--- src/rtl/input_unit.sv ---
// ============================================================================
// Module   : input_unit
// Brief    : Operator entry for the IN instruction: debounced key, BCD digits
//            plus sign converted to a 16-bit two's-complement word.
// Revision : 1.0  initial release
// ============================================================================
`default_nettype none

module input_unit #(
   parameter int DEBOUNCE_CYCLES = 50000
) (
   input  logic        c,
   input  logic        reset,
   input  logic        in,
   input  logic [3:0]  sw_tens,
   input  logic [3:0]  sw_ones,
   input  logic        sw_neg,
   input  logic        key_n,
   output logic [15:0] in_data,
   output logic        in_done,
   output logic        waiting,
   output logic        in_err
);

   localparam int                 c_CNT_W   = (DEBOUNCE_CYCLES > 2) ? $clog2(DEBOUNCE_CYCLES) : 1;
   localparam logic [c_CNT_W-1:0] c_CNT_MAX = c_CNT_W'(DEBOUNCE_CYCLES - 1);

   localparam logic [2:0] c_IDLE         = 3'd0;
   localparam logic [2:0] c_WAIT_PRESS   = 3'd1;
   localparam logic [2:0] c_WAIT_RELEASE = 3'd2;
   localparam logic [2:0] c_CONVERT      = 3'd3;
   localparam logic [2:0] c_DONE         = 3'd4;

   logic [2:0]         r_state;
   logic [2:0]         w_state_nxt;
   logic               r_sync1;
   logic               r_sync2;
   logic               r_key_clean;
   logic               r_key_prev;
   logic [c_CNT_W-1:0] r_cnt;
   logic               r_in_q;
   logic [3:0]         r_tens;
   logic [3:0]         r_ones;
   logic               r_neg;
   logic [15:0]        r_data;
   logic               r_err;
   logic               w_req;
   logic               w_press;
   logic               w_release;
   logic               w_bad;
   logic               w_latch;
   logic [6:0]         w_mag;
   logic [15:0]        w_mag16;
   logic [15:0]        w_conv;

   // Synchronizer, debouncer and edge history; idle level of the key is high.
   always_ff @(posedge c) begin
      if (reset) begin
         r_sync1     <= 1'b1;
         r_sync2     <= 1'b1;
         r_key_clean <= 1'b1;
         r_key_prev  <= 1'b1;
         r_cnt       <= '0;
         r_in_q      <= 1'b0;
      end else begin
         r_sync1    <= key_n;
         r_sync2    <= r_sync1;
         r_key_prev <= r_key_clean;
         r_in_q     <= in;
         if (r_sync2 == r_key_clean) begin
            r_cnt <= '0;
         end else if (r_cnt == c_CNT_MAX) begin
            r_key_clean <= r_sync2;
            r_cnt       <= '0;
         end else begin
            r_cnt <= r_cnt + c_CNT_W'(1);
         end
      end
   end

   // Edge-based press means a key already held at read start is ignored.
   assign w_press   = r_key_prev & ~r_key_clean;
   assign w_release = ~r_key_prev & r_key_clean;
   assign w_req     = in & ~r_in_q;
   assign w_bad     = (sw_tens > 4'd9) | (sw_ones > 4'd9);
   assign w_latch   = (r_state == c_WAIT_PRESS) & in & w_press;

   assign w_mag   = {r_tens, 3'b000} + {2'b00, r_tens, 1'b0} + {3'b000, r_ones};
   assign w_mag16 = {9'd0, w_mag};
   assign w_conv  = r_neg ? (~w_mag16 + 16'd1) : w_mag16;

   always_ff @(posedge c) begin
      if (reset) begin
         r_state <= c_IDLE;
      end else begin
         r_state <= w_state_nxt;
      end
   end

   always_comb begin
      w_state_nxt = r_state;
      case (r_state)
         c_IDLE: begin
            if (w_req) w_state_nxt = c_WAIT_PRESS;
         end
         c_WAIT_PRESS: begin
            if (!in)          w_state_nxt = c_IDLE;
            else if (w_press) w_state_nxt = c_WAIT_RELEASE;
         end
         c_WAIT_RELEASE: begin
            if (!in)            w_state_nxt = c_IDLE;
            else if (w_release) w_state_nxt = r_err ? c_WAIT_PRESS : c_CONVERT;
         end
         c_CONVERT: w_state_nxt = c_DONE;
         c_DONE:    w_state_nxt = c_IDLE;
         default:   w_state_nxt = c_IDLE;
      endcase
   end

   always_comb begin
      waiting = (r_state == c_WAIT_PRESS) | (r_state == c_WAIT_RELEASE);
      in_done = (r_state == c_DONE);
   end

   // Capture registers and result; in_data only changes on a conversion.
   always_ff @(posedge c) begin
      if (reset) begin
         r_tens <= 4'd0;
         r_ones <= 4'd0;
         r_neg  <= 1'b0;
         r_data <= 16'd0;
         r_err  <= 1'b0;
      end else begin
         if ((r_state == c_IDLE) && w_req) begin
            r_err <= 1'b0;
         end
         if (w_latch) begin
            r_tens <= sw_tens;
            r_ones <= sw_ones;
            r_neg  <= sw_neg;
            r_err  <= w_bad;
         end
         if (r_state == c_CONVERT) begin
            r_data <= w_conv;
         end
      end
   end

   assign in_data = r_data;
   assign in_err  = r_err;

endmodule

`default_nettype wire
--- config.mk ---
export PLATFORM = sky130hd
export DESIGN_NAME = input_unit
export DESIGN_NICKNAME = d
export VERILOG_FILES = /design/src/rtl/input_unit.sv
export SDC_FILE = /design/constraint.sdc
export NUM_CORES = 1
export LEC_CHECK = 0
export BUFFER_PORTS_ARGS = -buffer_cell sky130_fd_sc_hd__buf_4
export CAP_MARGIN = 20
export CORE_ASPECT_RATIO = 0.5
export CORE_MARGIN = 3
export CORE_UTILIZATION = 30
export DETAILED_ROUTE_END_ITERATION = 8
export GPL_TIMING_DRIVEN = 0
export PLACE_DENSITY = 0.56
export SYNTH_ARGS = -nofsm -noshare
export SYNTH_HDL_FRONTEND = slang
export SYNTH_SLANG_ARGS = --single-unit
--- constraint.sdc ---
create_clock -name c -period 3.35 [get_ports c]
set_input_delay 0.5025 -clock c [delete_from_list [all_inputs] [get_ports c]]
set_output_delay 0.5025 -clock c [all_outputs]
set_load 0.02 [all_outputs]
==> Word-level counts from Yosys, hierarchy flattened <==
Index checks and enable logic that the tools add are counted.
{ "totals": {"regBits": 50, "inputBits": 13, "elab_cells": 55} }
{ "op_classes": {"reduce_logical": 6, "bitwise_logic": 12, "eq_ne": 9, "order_cmp": 2, "addsub": 4, "muxes": 10} }
{ "ops": {"columns": ["operator", "count"], "rows": [
  ["$add 16x1->16 const B", 2],
  ["$eq 16x16->1 const B", 1],
  ["$mux 16", 1],
  ["$not 7->16", 1],
  ["$mux 3", 5],
  ["$pmux 3 s4", 1],
  ["$gt 4x4->1 const B", 2],
  ["$add 7x4->7", 1],
  ["$add 7x5->7", 1],
  ["$eq 3x2->1 const B", 2],
  ["$ne 3x3->1 const B", 2],
  ["$and 1x1->1", 5],
  ["$not 1->1", 4],
  ["$eq 3x1->1 const B", 1],
  ["$eq 3x3->1 const B", 1],
  ["$logic_not 3->1", 1],
  ["$reduce_and 3->1", 1],
  ["$reduce_or 3->1", 1],
  ["$mux 1", 2],
  ["$mux 2", 1],
  ["$ne 2x2->1 const B", 1],
  ["$or 1x1->1", 2],
  ["$reduce_and 2->1", 1],
  ["$reduce_bool 2->1", 1],
  ["other kinds (2)", 2]
]} }

==> Longest topological paths before layout <==
Gate-level depths: netlist (run 1).
{ "logic_depth": {"word_depth": 5, "mapped_depth": 11, "mapped_depth_nobuf": 11} }

==> Least setup slack after synthesis (run 1) <==
OpenSTA, ideal clock, no wires.
{ "synth_timing": {"kind": "register -> register", "startpoint": "register r_tens[0]", "endpoint": "register r_data[6] (netlist: in_data[6])", "slack_ps": 713, "path_buffers": 0, "arrival_ps": 2500, "required_ps": 3213, "path_stages_with_launch": 11, "period_less_slack_ps": 2637, "path_cell_list": "dfxtp_1 -> inv_1 -> fa_1 -> fa_1 -> nand2b_1 -> a21oi_1 -> xor2_1 -> inv_1 -> ha_1 -> mux2i_1 -> a211oi_2"} }
{ "synth_between": {"elab_chain_cells": 5} }
{ "synth_rtl": {"columns": ["element", "line_no", "rtl"], "rows": [
  ["start: declaration", "42", "logic [3:0] r_tens;"],
  ["start signal: assignment", "138", "r_tens <= sw_tens;"],
  ["$add 7x5->7 *", "88", "assign w_mag = {r_tens, 3'b000} + {2'b00, r_tens, 1'b0} + {3'b000, r_ones};"],
  ["$add 7x4->7 *", "88", null],
  ["$not 7->16", "90", "assign w_conv = r_neg ? (~w_mag16 + 16'd1) : w_mag16;"],
  ["$add 16x1->16", "90", null],
  ["$mux 16 *", "90", null],
  ["end signal: assignment", "144", "r_data <= w_conv;"],
  ["end: declaration", "45", "logic [15:0] r_data;"]
]} }
Every way passes the cells marked *; elsewhere a longest branch is shown, timed or not.
A chain may end at the register's enable or synchronous reset.

==> Worst setup path after layout (run 1) <==
Same ends and word-level chain as after synthesis.

==> results of run 1 <==
where the power goes:
part           total (µW)  switching (µW)  internal, µW
clock network         572             201           371
registers             565            2.81           562
logic                37.6            19.5          18.1
total                1170             224           951
synthesized netlist by cell type, drive strengths merged, types with 2 or more instances:
cell type	count	share of area [%]
a21o	2	0.66
buf	9	2.8
and3	4	1.1
ha	10	5.5
a21oi	17	3.9
clkbuf	3	0.50
nor2b	4	1.1
nor4	2	0.55
nand3	6	1.5
o21ai	4	0.88
a211oi	6	3.1
xor2	11	4.3
o311ai	2	1.1
xnor2	10	3.9
and4	2	0.77
mux2i	11	4.9
nand2	19	3.1
nor3	3	0.88
and2	2	0.55
inv	14	2.3
nor2	38	6.3
fa	2	1.8
nand4	4	1.1
nand2b	3	0.83
or2	4	1.1
dfxtp	47	42
cell type report:
class	count	area [µm²]	area share (%)
Multi-Input combinational cell	177	1200	43.0
Clock buffer	6	139	4.98
Sequential cell	47	941	33.8
Timing Repair Buffer	31	233	8.35
Tap cell	92	115	4.13
Buffer	12	73.8	2.65
Inverter	14	52.6	1.89
Clock inverter	2	35.0	1.26
routing by layer:
layer  track usage (%)  share of wire (%)  routed length, µm
met4              3.93                1.5                 68
met2              19.7                 48               2160
met3              2.21                2.5                112
met1              13.4                 48               2120
met5                 0                  0                  0
how the worst max path moves through the flow:
stage	cells past startpoint	start	slack (ns)	to
2_1_floorplan	10	r_tens[0]$_SDFFE_PP0P_	0.71	in_data[6]$_SDFFE_PP0P_
3_3_place_gp	10	r_tens[0]$_SDFFE_PP0P_	0.44	in_data[6]$_SDFFE_PP0P_
3_5_place_dp	10	r_tens[0]$_SDFFE_PP0P_	0.44	in_data[6]$_SDFFE_PP0P_
4_1_cts	10	r_tens[0]$_SDFFE_PP0P_	0.40	in_data[6]$_SDFFE_PP0P_
5_1_grt	10	r_tens[0]$_SDFFE_PP0P_	0.19	in_data[6]$_SDFFE_PP0P_
6_report	10	r_tens[0]$_SDFFE_PP0P_	0.43	in_data[6]$_SDFFE_PP0P_
kinds of logic after synthesis:
| logic type | after synthesis | share of synthesized area (%) |
|---|---|---|
| compound gates | 35 | 11.1 |
| xor+xnor | 21 | 8.12 |
| fa+ha+maj | 12 | 7.29 |
| buf+inv | 26 | 5.58 |
| flops | 47 | 41.5 |
| mux | 11 | 4.86 |
| simple gates | 98 | 21.5 |
metrics by stage:
stage / hold slack (ns) / setup WS (ns)
2_1_floorplan: 0.389 / 0.713
3_3_place_gp: 0.400 / 0.444
3_5_place_dp: 0.397 / 0.435
4_1_cts: 0.397 / 0.401
5_1_grt: 0.415 / 0.194
6_report: 0.402 / 0.432
state kept, by name (all words and copies together), names as in the netlist, 3 cells and up:
signal	flops
in_data	13
r_state	3
r_tens	4
r_ones	4
r_cnt	16
==> results.txt, run 1 <==
CTS tree -> built
Number of global-route vias before repair -> 1778
Largest net degree at the start of global routing -> 15
Area grow syn2layout -> 23.0%
IO Count -> 32
Cts bufs inserted -> 5
Worst-Margin Slew -> 0.550 ns
HP Class -> input port to flop
WP buf/inv -> 2
Initial drt markers -> 98
Post-Syn Area -> 2260 µm²
Port bufs -> 31
EDFF count, synth -> 0
H-Tree Level Count -> 2
Clk buf depth -> 2
Critical Path Fanout Max -> 4
DRC Markers -> 0
Synth Register Bits -> 47
Cell family with most CP delay -> adder cells
Highest clock rate -> 0.343 GHz
Final period util -> 87.1%
Critical path class -> flop to flop
Net count after synthesis -> 275
Leakage -> 0.00120 µW
CP Capture Type -> flop
Die area -> 8690 µm²
Initial Util -> 32.4%
Final Total Pwr -> 1170 µW
Max Clock Skew -> 0.00320 ns
Final Hold Vio Count -> 0
Startpoint types -> flop
Outcome -> finished, final reports clean
Ys async rst share -> 0%
Reg-to-reg endpoint -> in_data[6]$_SDFFE_PP0P_
Share of cells above drive strength 1 -> 20.4%
Min-delay src -> key_n
Hold path cells -> 2
DRT Pass-1 Iters -> 4
Slew headroom -> 63.3%
Register area share after synthesis -> 41.5%
CP max-delay cell -> fa_1
Mapped Avg Cell Area -> 9.06 µm²
Detailed Route WL -> 4.46 mm
Core area -> 6990 µm²
Max incr delay on CP -> 0.53 ns
Setup-failing EPs final -> 0
Worst Path Arrival -> 3.06 ns
Flop2flop setup slack -> 0.43 ns
Setup Fix Bufs, Post-CTS -> 0
Worst R2R Path Depth -> 10
Post-route cell area -> 2790 µm²
Most frequent cells in the layout -> dfxtp_1, nor2_1, buf_4
DRT antenna net count -> 0
Minimum clock period -> 2.92 ns
Die extent in x -> 129 µm
Vias per inst -> 4.71
Final GP Congestion -> 0.812
Clock sinks -> 47
CTS Hold Bufs -> 0
CTS root buf -> clkbuf_16
Post-DP Area -> 2610 µm²
Setup TNS -> 0 ns
Post-CTS sizing -> 0
Row count -> 21
Cell Chain, Critical Path -> inv_1 -> fa_1 -> fa_1 -> nand2b_1 -> a21oi_1 -> xor2_1 -> inv_1 -> ha_1 -> mux2i_1 -> a211oi_2
Synth cell types -> 46
Cell Count, Final, Fillers Out -> 381
Nets -> 313
Synth Warn # -> 0
Maximum VDD drop -> 0.168 mV
Hold EP -> r_sync1$_SDFF_PP1_
Overflow after GRT -> 0
First-pass GRT wire length -> 7.76 mm
WP data required -> 3.50 ns
Mapped Cells -> 250
Antenna cells -> 0
Max Cap Viol -> 0
Die height -> 67.4 µm
Worst-Skew Late Latency -> 0.28 ns
Cells after DPL -> 373
HPWL after detailed placement -> 3.37 mm
Vias -> 1793
Reg clk slew, reported paths -> 0.06 ns
Layout Utilization -> 39.9%
Fill cells -> 708
Pwr Density -> 422 nW/µm²
Post-synth top flop -> dfxtp_1
Final Slew Violations -> 0
RSZ-0062 raised after global routing -> no
Post-DR wirelength/cell -> 11.7 µm
Initial antenna violation count -> 0
RR Startpoint -> r_tens[0]$_SDFFE_PP0P_
Global Route Usage Sum -> 11.0%
Most common cell after layout, fill and taps aside -> dfxtp_1
(Power assumes the default switching activity.)
==> run 2: changes to the inputs <==
- ABC_AREA: default -> 1
==> results.txt, run 2 <==
Overflow after GRT -> 0
Final Slew Violations -> 0
XOR/XNOR Fraction of Synth Area -> 3.72%
Row count -> 22
Cell Chain, Critical Path -> inv_1 -> fa_1 -> fa_1 -> nand3_1 -> nor3_1 -> ha_1 -> a22oi_1 -> a21oi_1
Final Total Pwr -> 1150 µW
Pwr Density -> 402 nW/µm²
DRC Markers -> 0
Largest register by flop count -> r_cnt
Post-DR wirelength/cell -> 11.0 µm
Largest net degree at the start of global routing -> 18
Switch Pwr -> 275 µW
Post-CTS sizing -> 0
Mapped Avg Cell Area -> 7.52 µm²
Die extent in x -> 131 µm
Clock share of power -> 44.4%
Synth cell types -> 30
Die area -> 9010 µm²
Max incr delay on CP -> 0.62 ns
Most common cell after layout, fill and taps aside -> dfxtp_1
Vias per inst -> 4.60
Post-synth top flop -> dfxtp_1
Most frequent cell after synthesis -> dfxtp_1
Reg clk slew, reported paths -> 0.07 ns
Setup TNS -> 0 ns
Critical Path Fanout Max -> 3
CTS root buf -> clkbuf_16
Antenna cells -> 0
Grt met2 use -> 21.5%
Layout Utilization -> 38.5%
Worst Path Arrival -> 2.72 ns
Startpoint types -> flop
Final Hold Vio Count -> 0
Post-route cell area -> 2870 µm²
CTS tree -> built
Setup-failing EPs final -> 0
Most frequent cells in the layout -> dfxtp_1, nor2_1, nand2_1
Ys async rst share -> 0%
Synth Register Bits -> 47
Initial Util -> 31.5%
Leakage -> 0.00117 µW
Largest area contributor in the netlist -> dfxtp_1
Minimum clock period -> 2.56 ns
Nets -> 376
Maximum VDD drop -> 0.227 mV
Clk buf depth -> 2
Met3 GRT Util -> 2.61%
HPWL after detailed placement -> 3.92 mm
Pint -> 880 µW
H-Tree Level Count -> 2
Setup Fix Bufs, Post-CTS -> 0
Register area share after synthesis -> 40.0%
Outcome -> finished, final reports clean
Final GP Congestion -> 0.837
Fill cells -> 787
Worst-Margin Slew -> 0.461 ns
Detailed Route WL -> 5.08 mm
Area grow syn2layout -> 22.1%
Max Cap Viol -> 0
Post-DP Area -> 2720 µm²
Post-Synth Simple-Gate Area -> 29.7%
Cts bufs inserted -> 5
Share of cells above drive strength 1 -> 17.6%
First-pass GRT wire length -> 8.69 mm
Worst slack, placed -> 0.785 ns
RSZ-0062 raised after global routing -> no
Largest register FFs -> 16
Vias -> 2114
Core area -> 7460 µm²
WP data required -> 3.51 ns
Synth area leaders -> dfxtp_1, nor2_1, nand2_1
CP Capture Type -> flop
Synth Warn # -> 0
Flop2flop setup slack -> 0.79 ns
Sequential Power Share -> 49.5%
Worst setup margin -> 0.792 ns
Global Route Usage Sum -> 11.7%
Port bufs -> 31
Top post-synthesis cells by count -> dfxtp_1, nor2_1, nand2_1, inv_1, a21oi_1
Initial antenna violation count -> 0
Post-synth top area share -> 40.0%
CTS Hold Bufs -> 0
Post-synthesis compound-gate area fraction -> 10.5%
IO Count -> 32
Switching share of power -> 23.8%
Die height -> 68.6 µm
Max Clock Skew -> 0.00462 ns
CP max-delay cell -> fa_1
Mapped Cells -> 313
EDFF count, synth -> 0
Critical path class -> flop to flop
Worst-Skew Late Latency -> 0.29 ns
Highest clock rate -> 0.391 GHz
Post-synthesis mux area share -> 0%
Gate power share -> 6.1%
Final period util -> 76.4%
Grt peak-use layer -> met2
Clock sinks -> 47
DRT antenna net count -> 0
Adder-Cell Fraction of Synth Area -> 7.02%
Post-Syn Area -> 2350 µm²
Initial drt markers -> 101
Most common cell on crit path -> fa_1
DRT Pass-1 Iters -> 4
Routing usage on met1 -> 14.2%
Largest family of logic cells by synthesized area -> simple AND/OR/NAND/NOR gates
Net count after synthesis -> 338
Number of global-route vias before repair -> 1963
HP Class -> input port to flop
Slew headroom -> 69.3%
[run 2: cell types whose count changed after synthesis, moves of 7 or more]
| cell | change |
|---|---|
| nor3_1 | +7 |
| xnor2_1 | -9 |
| a21oi_1 | +11 |
| o21ai_0 | +13 |
| inv_1 | +25 |
| nand4_1 | +8 |
| nand3_1 | +15 |
| mux2i_1 | -11 |
| nand2_1 | +23 |
[run 2: critical path, delay by kind of cell, from the launching register on]
| family | cells | cell delay (ns) |
|---|---|---|
| buffers and inverters | 1 | 0.08 |
| adder cells (fa/ha/maj) | 3 | 1.41 |
| flip-flops | 1 | 0.33 |
| AO/OA/AOI/OAI | 2 | 0.24 |
| AND/OR/NAND/NOR | 2 | 0.36 |
[run 2: layout make-up]
cell class	instances	area [µm²]	share of cell area, %
buffer	8	56.3	1.96
clock buffer	5	125	4.35
clock inverter	3	27.5	0.958
inverter	42	158	5.49
multi-input combinational	216	1200	41.7
sequential	47	941	32.7
tap	108	135	4.70
timing repair buffer	31	233	8.10
[run 2: stage by stage]
step	hold slack, ns	cells
after floorplan	0.389	313
after global placement	0.418	452
after detailed placement	0.408	452
after CTS	0.398	460
after global routing	0.398	460
final	0.405	460
[run 2: final timing paths]
path | endpoint | startpoint | cells after the start
worst max-delay path | in_data[6]$_SDFFE_PP0P_ | r_tens[0]$_SDFFE_PP0P_ | 8
worst min-delay path | r_sync1$_SDFF_PP1_ | key_n | 2
worst max register to register | in_data[6]$_SDFFE_PP0P_ | r_tens[0]$_SDFFE_PP0P_ | 8
worst min register to register | r_sync2$_SDFF_PP1_ | r_sync1$_SDFF_PP1_ | 1
[run 2: power groups by stage]
stage	clock network (µW)	registers (µW)	logic, µW
after floorplan	0	585	40.6
after global placement	0	584	69.0
after detailed placement	0	585	70.7
after CTS	532	571	71.1
after global routing	553	572	79.5
final	513	571	70.6
[run 2: cells by family after synthesis]
| kind of cell | Yosys count |
|---|---|
| AND/OR/NAND/NOR | 146 |
| buffers and inverters | 50 |
| AO/OA/AOI/OAI | 48 |
| flip-flops | 47 |
| adder cells (fa/ha/maj) | 12 |
| XOR/XNOR | 10 |
[run 2: layer usage]
metal	vias to the layer above	share of wire, %
met5	-	0
met3	9	3.0
met1	969	47
met4	0	1.5
met2	32	49
li1	1104	-
